### src/rtl/gcd_rr_scheduler.sv
// Round-robin front end that shares one GCD engine among N requesters.
// Grants one job at a time, drives the engine handshake and returns the result with a one-cycle ack.
module gcd_rr_scheduler #(
  parameter int N = 4,
  parameter int W = 16
) (
  input  logic                 clk,
  input  logic                 rst,
  input  logic [N-1:0]         req,
  input  logic [N*W-1:0]       req_a,
  input  logic [N*W-1:0]       req_b,
  output logic [N-1:0]         ack,
  output logic [W-1:0]         rsp_gcd,
  output logic [$clog2(N)-1:0] grant_id,
  output logic                 busy,
  output logic                 eng_start,
  output logic [W-1:0]         eng_a,
  output logic [W-1:0]         eng_b,
  input  logic                 eng_done,
  input  logic [W-1:0]         eng_gcd
);

  localparam int IW = $clog2(N);
  localparam logic [IW:0] N_W = (IW+1)'(N);

  typedef enum logic [1:0] {
    IDLE  = 2'd0,
    ISSUE = 2'd1,
    BUSY  = 2'd2,
    DRAIN = 2'd3
  } state_t;

  state_t        state, state_nxt;
  logic [IW-1:0] ptr, ptr_nxt;
  logic [IW-1:0] grant_nxt;
  logic [N-1:0]  ack_nxt;
  logic [W-1:0]  gcd_nxt;
  logic [W-1:0]  a_nxt, b_nxt;
  logic          start_nxt;
  logic          busy_nxt;

  logic          pick_vld;
  logic [IW-1:0] pick_id;
  logic [W-1:0]  pick_a, pick_b;

  function automatic logic [IW-1:0] wrap_inc(input logic [IW-1:0] id);
    return (id == IW'(N-1)) ? '0 : id + IW'(1);
  endfunction

  // Search starts at ptr and wraps; the first requester found wins.
  always_comb begin
    logic [IW:0]   sum;
    logic [IW-1:0] cand;
    pick_vld = 1'b0;
    pick_id  = '0;
    sum      = '0;
    cand     = '0;
    for (int k = 0; k < N; k++) begin
      sum = {1'b0, ptr} + (IW+1)'(k);
      if (sum >= N_W) begin
        sum = sum - N_W;
      end
      cand = sum[IW-1:0];
      if (!pick_vld && req[cand]) begin
        pick_vld = 1'b1;
        pick_id  = cand;
      end
    end
  end

  always_comb begin
    pick_a = '0;
    pick_b = '0;
    for (int i = 0; i < N; i++) begin
      if (pick_id == IW'(i)) begin
        pick_a = req_a[i*W +: W];
        pick_b = req_b[i*W +: W];
      end
    end
  end

  // DRAIN waits out the engine's second done cycle so start never lands in its FINISH state.
  always_comb begin
    state_nxt = state;
    ptr_nxt   = ptr;
    grant_nxt = grant_id;
    ack_nxt   = '0;
    gcd_nxt   = rsp_gcd;
    a_nxt     = eng_a;
    b_nxt     = eng_b;
    start_nxt = 1'b0;
    case (state)
      IDLE: begin
        if (pick_vld) begin
          grant_nxt = pick_id;
          a_nxt     = pick_a;
          b_nxt     = pick_b;
          start_nxt = 1'b1;
          state_nxt = ISSUE;
        end
      end
      ISSUE: begin
        state_nxt = BUSY;
      end
      BUSY: begin
        if (eng_done) begin
          gcd_nxt           = eng_gcd;
          ack_nxt[grant_id] = 1'b1;
          ptr_nxt           = wrap_inc(grant_id);
          state_nxt         = DRAIN;
        end
      end
      DRAIN: begin
        if (!eng_done) begin
          state_nxt = IDLE;
        end
      end
      default: begin
        state_nxt = IDLE;
      end
    endcase
    busy_nxt = (state_nxt != IDLE);
  end

  always_ff @(posedge clk) begin
    if (rst) begin
      state     <= IDLE;
      ptr       <= '0;
      grant_id  <= '0;
      ack       <= '0;
      rsp_gcd   <= '0;
      eng_a     <= '0;
      eng_b     <= '0;
      eng_start <= 1'b0;
      busy      <= 1'b0;
    end else begin
      state     <= state_nxt;
      ptr       <= ptr_nxt;
      grant_id  <= grant_nxt;
      ack       <= ack_nxt;
      rsp_gcd   <= gcd_nxt;
      eng_a     <= a_nxt;
      eng_b     <= b_nxt;
      eng_start <= start_nxt;
      busy      <= busy_nxt;
    end
  end

endmodule

### config.mk
export PLATFORM = sky130hd
export DESIGN_NAME = gcd_rr_scheduler
export DESIGN_NICKNAME = d
export VERILOG_FILES = /design/src/rtl/gcd_rr_scheduler.sv
export SDC_FILE = /design/constraint.sdc
export NUM_CORES = 1
export LEC_CHECK = 0
export BUFFER_PORTS_ARGS = -buffer_cell sky130_fd_sc_hd__buf_2
export CAP_MARGIN = 5
export CORE_MARGIN = 5
export CORE_UTILIZATION = 27
export CTS_BUF_LIST = sky130_fd_sc_hd__clkbuf_4 sky130_fd_sc_hd__clkbuf_8
export DETAILED_ROUTE_END_ITERATION = 16
export SLEW_MARGIN = 20
export SYNTH_ARGS = -nofsm -noshare
export SYNTH_HDL_FRONTEND = slang
export SYNTH_SLANG_ARGS = --single-unit
### constraint.sdc
create_clock -name clk -period 2.51 [get_ports clk]
set_clock_uncertainty 0.05 [all_clocks]
set_input_delay 0.3765 -clock clk [delete_from_list [all_inputs] [get_ports clk]]
set_output_delay 0.3765 -clock clk [all_outputs]
set_load 0.01 [all_outputs]
==> run_results.csv <==
group,metric,value,unit
run_status,status,"complete, no violations",
clock_network,cts_tree,"done",
run,drv_cap,0,
yosys,synth_xor_area_share,0,%
place,port_buffers,206,
global_routing,grt_max_degree,34,
worst_setup_path,critPathSlowestCell,"or4_1",
worst_setup_path,cp_max_fo,16,
clock_network,clk_pin_slew,80,ps
worst_setup_path,slowest_delay,620,ps
drt,routedWlPerCell,16.4,um
sta,period_minus_slack,2210,ps
final_layout,antennaDiodeCount,0,
floorplan,start_util,27.7,%
final_layout,fill_cells,1141,
power,p_leak,2.14,nW
place,gp_congestion,0.817,
drt,drc_errors,0,
worst_setup_path,crit_path_cell_trace,"nor2b_1 > or4_1 > buf_4 > and3_1 > a211oi_1 > o21ai_1",
sta,hold_viol_final,0,
drt,ant_nets,0,
power,peakVddDrop,0.000243,V
yosys,synth_simple_gate_area_share,18.9,%
drt,drt_first_iter_violations,154,
worst_setup_path,startpoint_type,"register",
final_layout,stdcell_count,723,
clock_network,root_buffer,"clkbuf_8",
hold_path,hp-class,"in -> reg",
yosys,synth_fa_ha_area_share,1.65,%
yosys,synthMuxAreaShare,2.31,%
clock_network,clk-insertion-delay-late,340,ps
yosys,synth_nets,531,
yosys,yosysSeqAreaShare,39.7,%
yosys,synth_top_family_by_area,"compound AO/OA/AOI/OAI gates",
drt,vias_per_cell,4.93,
sta,maxSlewViolCount,0,
yosys,synth-compound-area-share,29.0,%
floorplan,core,10900,um2
worst_setup_path,critPathRequiredTime,2690,ps
sta,fin_crit_sh,88.0,%
sta,fmax,453,MHz
global_routing,first_global_vias,3550,
drt,vias,3565,
floorplan,die_y,116,um
clock_network,cts_sinks,60,
final_layout,drive_gt1_share,42.2,%
sta,setup_viol,0,
yosys,ys_ff_latch,60,
yosys,postSynthAreaPerCell,8.06,um2
yosys,synth_area,3030,um2
power,powerDensity,661,nW/um2
power,report.power.total,2.97,mW
floorplan,die_area,13400,um2
place,dp_hpwl,8760,um
global_routing,overflow,0,
floorplan,die_w,116,um
final_layout,nets,733,
worst_setup_path,critical_path_arrival,2390,ps
clock_network,clockBufferDepth,2,
global_routing,grt_pass1_wl,17900,um
sta,worst_pin_slew,639,ps
global_routing,grt_use_total,17.1,%
final_layout,syn_to_final_growth,48.2,%
drt,routed_wl,11800,um
yosys,yosys_warnings,0,
floorplan,rows,38,
worst_setup_path,crit_path_end_kind,"register",
yosys,netlist_instances,376,
clock_network,postCtsResizedCells,0,
drt,dr.pass1.iters,4,
clock_network,cts_max_level,3,
global_routing,antenna_found_initial,0,
clock_network,cts_hold_buffers,0,
clock_network,cts_buffers,9,
clock_network,post_cts_buffers,0,
yosys,synth.distinct_cells,34,
sta,finalSetupTns,0,ps
floorplan,ios,207,
worst_setup_path,critical_path_class,"reg -> reg",
sta,rsz0062_at_grt,"false",
place,dp.cells,707,
sta,relSlewSlack,57.3,%
## power breakdown
group	internal, mW	total (mW)	switching, mW
sequential	1.06	1.13	0.0650
combinational	0.333	0.733	0.401
clock	0.687	1.11	0.420
total	2.08	2.97	0.885
## path summary, 6_finish.rpt
check	end	from	depth (start not counted)	slack [ps]
setup reg to reg	eng_a[13]	ptr[0]	6	300
hold / removal	rsp_gcd[6]	eng_gcd[6]	3	220
hold reg to reg	eng_b[3]	eng_b[3]	2	400
setup / recovery	eng_a[13]	ptr[0]	6	300
## state kept, by name (all words and copies together), names as in the netlist
signal,count
eng_a,16
eng_b,16
rsp_gcd,16
ack,4
grant_id,2
ptr,2
state,2
busy,1
eng_start,1
## critical path, delay by kind of cell (launching register included)
family / cells / cell delay [ps]
buf+inv: 1 / 250
flops: 1 / 500
compound gates: 2 / 360
simple gates: 3 / 950
## synthesized netlist by cell type
library cell  count  area [um2]
and3_1           25         156
inv_1            26        97.6
o2bb2ai_1         7        61.3
nor3_1            1        5.00
a221o_1           1        10.0
ha_1              4        50.1
a21oi_1          29         145
dfxtp_1          60        1200
nor3_2            1        10.0
nor4_1            1        6.26
o21ai_0           6        30.0
o221ai_1         34         298
buf_6             4        45.0
nand2_4           1        11.3
o211ai_1          1        7.51
buf_2             4        20.0
buf_4             3        22.5
clkbuf_1         18        67.6
or2_2             1        6.26
a211oi_2          2        25.0
nor2_1           10        37.5
mux2i_1           7        70.1
o22ai_1           1        6.26
o21bai_1          2        15.0
nand2b_1          1        6.26
o21ai_1          20         100
nor2b_1           2        12.5
a211oi_1         24         180
nor3b_1           4        30.0
buf_1             1        3.75
and2b_1           1        7.51
and2_1            1        6.26
or4_1             1        7.51
nand2_1          72         270
## cell usage in the layout (no fill, tap or decap), types with 3 or more instances in the layout
cell type	synthesis	final
buf_2	4	206
o2bb2ai_1	7	7
inv_1	26	26
a21oi_1	29	29
nand2_1	72	72
nor3b_1	4	4
bufinv_16	0	3
a211oi_1	24	24
and3_1	25	25
ha_1	4	4
o221ai_1	34	32
buf_4	3	14
nor2_1	10	8
clkbuf_8	0	10
dfxtp_1	60	60
o21ai_1	20	20
mux2i_1	7	7
o21ai_0	6	6
## cell type report
type | count | area (um2) | area share, %
timing repair buffer | 221 | 1160 | 25.8
clock inverter | 6 | 111 | 2.48
inverter | 26 | 97.6 | 2.17
sequential | 60 | 1200 | 26.8
clock buffer | 10 | 138 | 3.07
tap | 140 | 175 | 3.90
multi-input combinational | 260 | 1610 | 35.9
## routing by layer
metal,vias to the layer above,GRT usage (%),part of all wire [%]
li1,1762,-,-
met1,1598,19.6,39
met2,186,30.3,48
met3,19,4.60,11
met4,0,6.19,1.9
met5,-,0,0
## cells by family after synthesis
| family | count (synthesis) |
|---|---|
| AOI/OAI and AO/OA | 127 |
| adders and majority gates | 4 |
| buffers and inverters | 56 |
| DFF | 60 |
| muxes | 7 |
| and+or+nand+nor | 122 |
## metrics by stage
| step | setup slack (ps) | util [%] | area, um2 | hold WS [ps] |
|---|---|---|---|---|
| 5_1_grt | 218 | 41.1 | 4490 | 216 |
| 3_5_place_dp | 119 | 38.7 | 4230 | 389 |
| 2_1_floorplan | 701 | - | 3030 | 423 |
| 6_report | 300 | 41.1 | 4490 | 219 |
| 3_3_place_gp | 186 | 38.7 | 4230 | 383 |
| 4_1_cts | 275 | 41.0 | 4480 | 202 |
No activity file was read; power rests on OpenSTA's default activity.
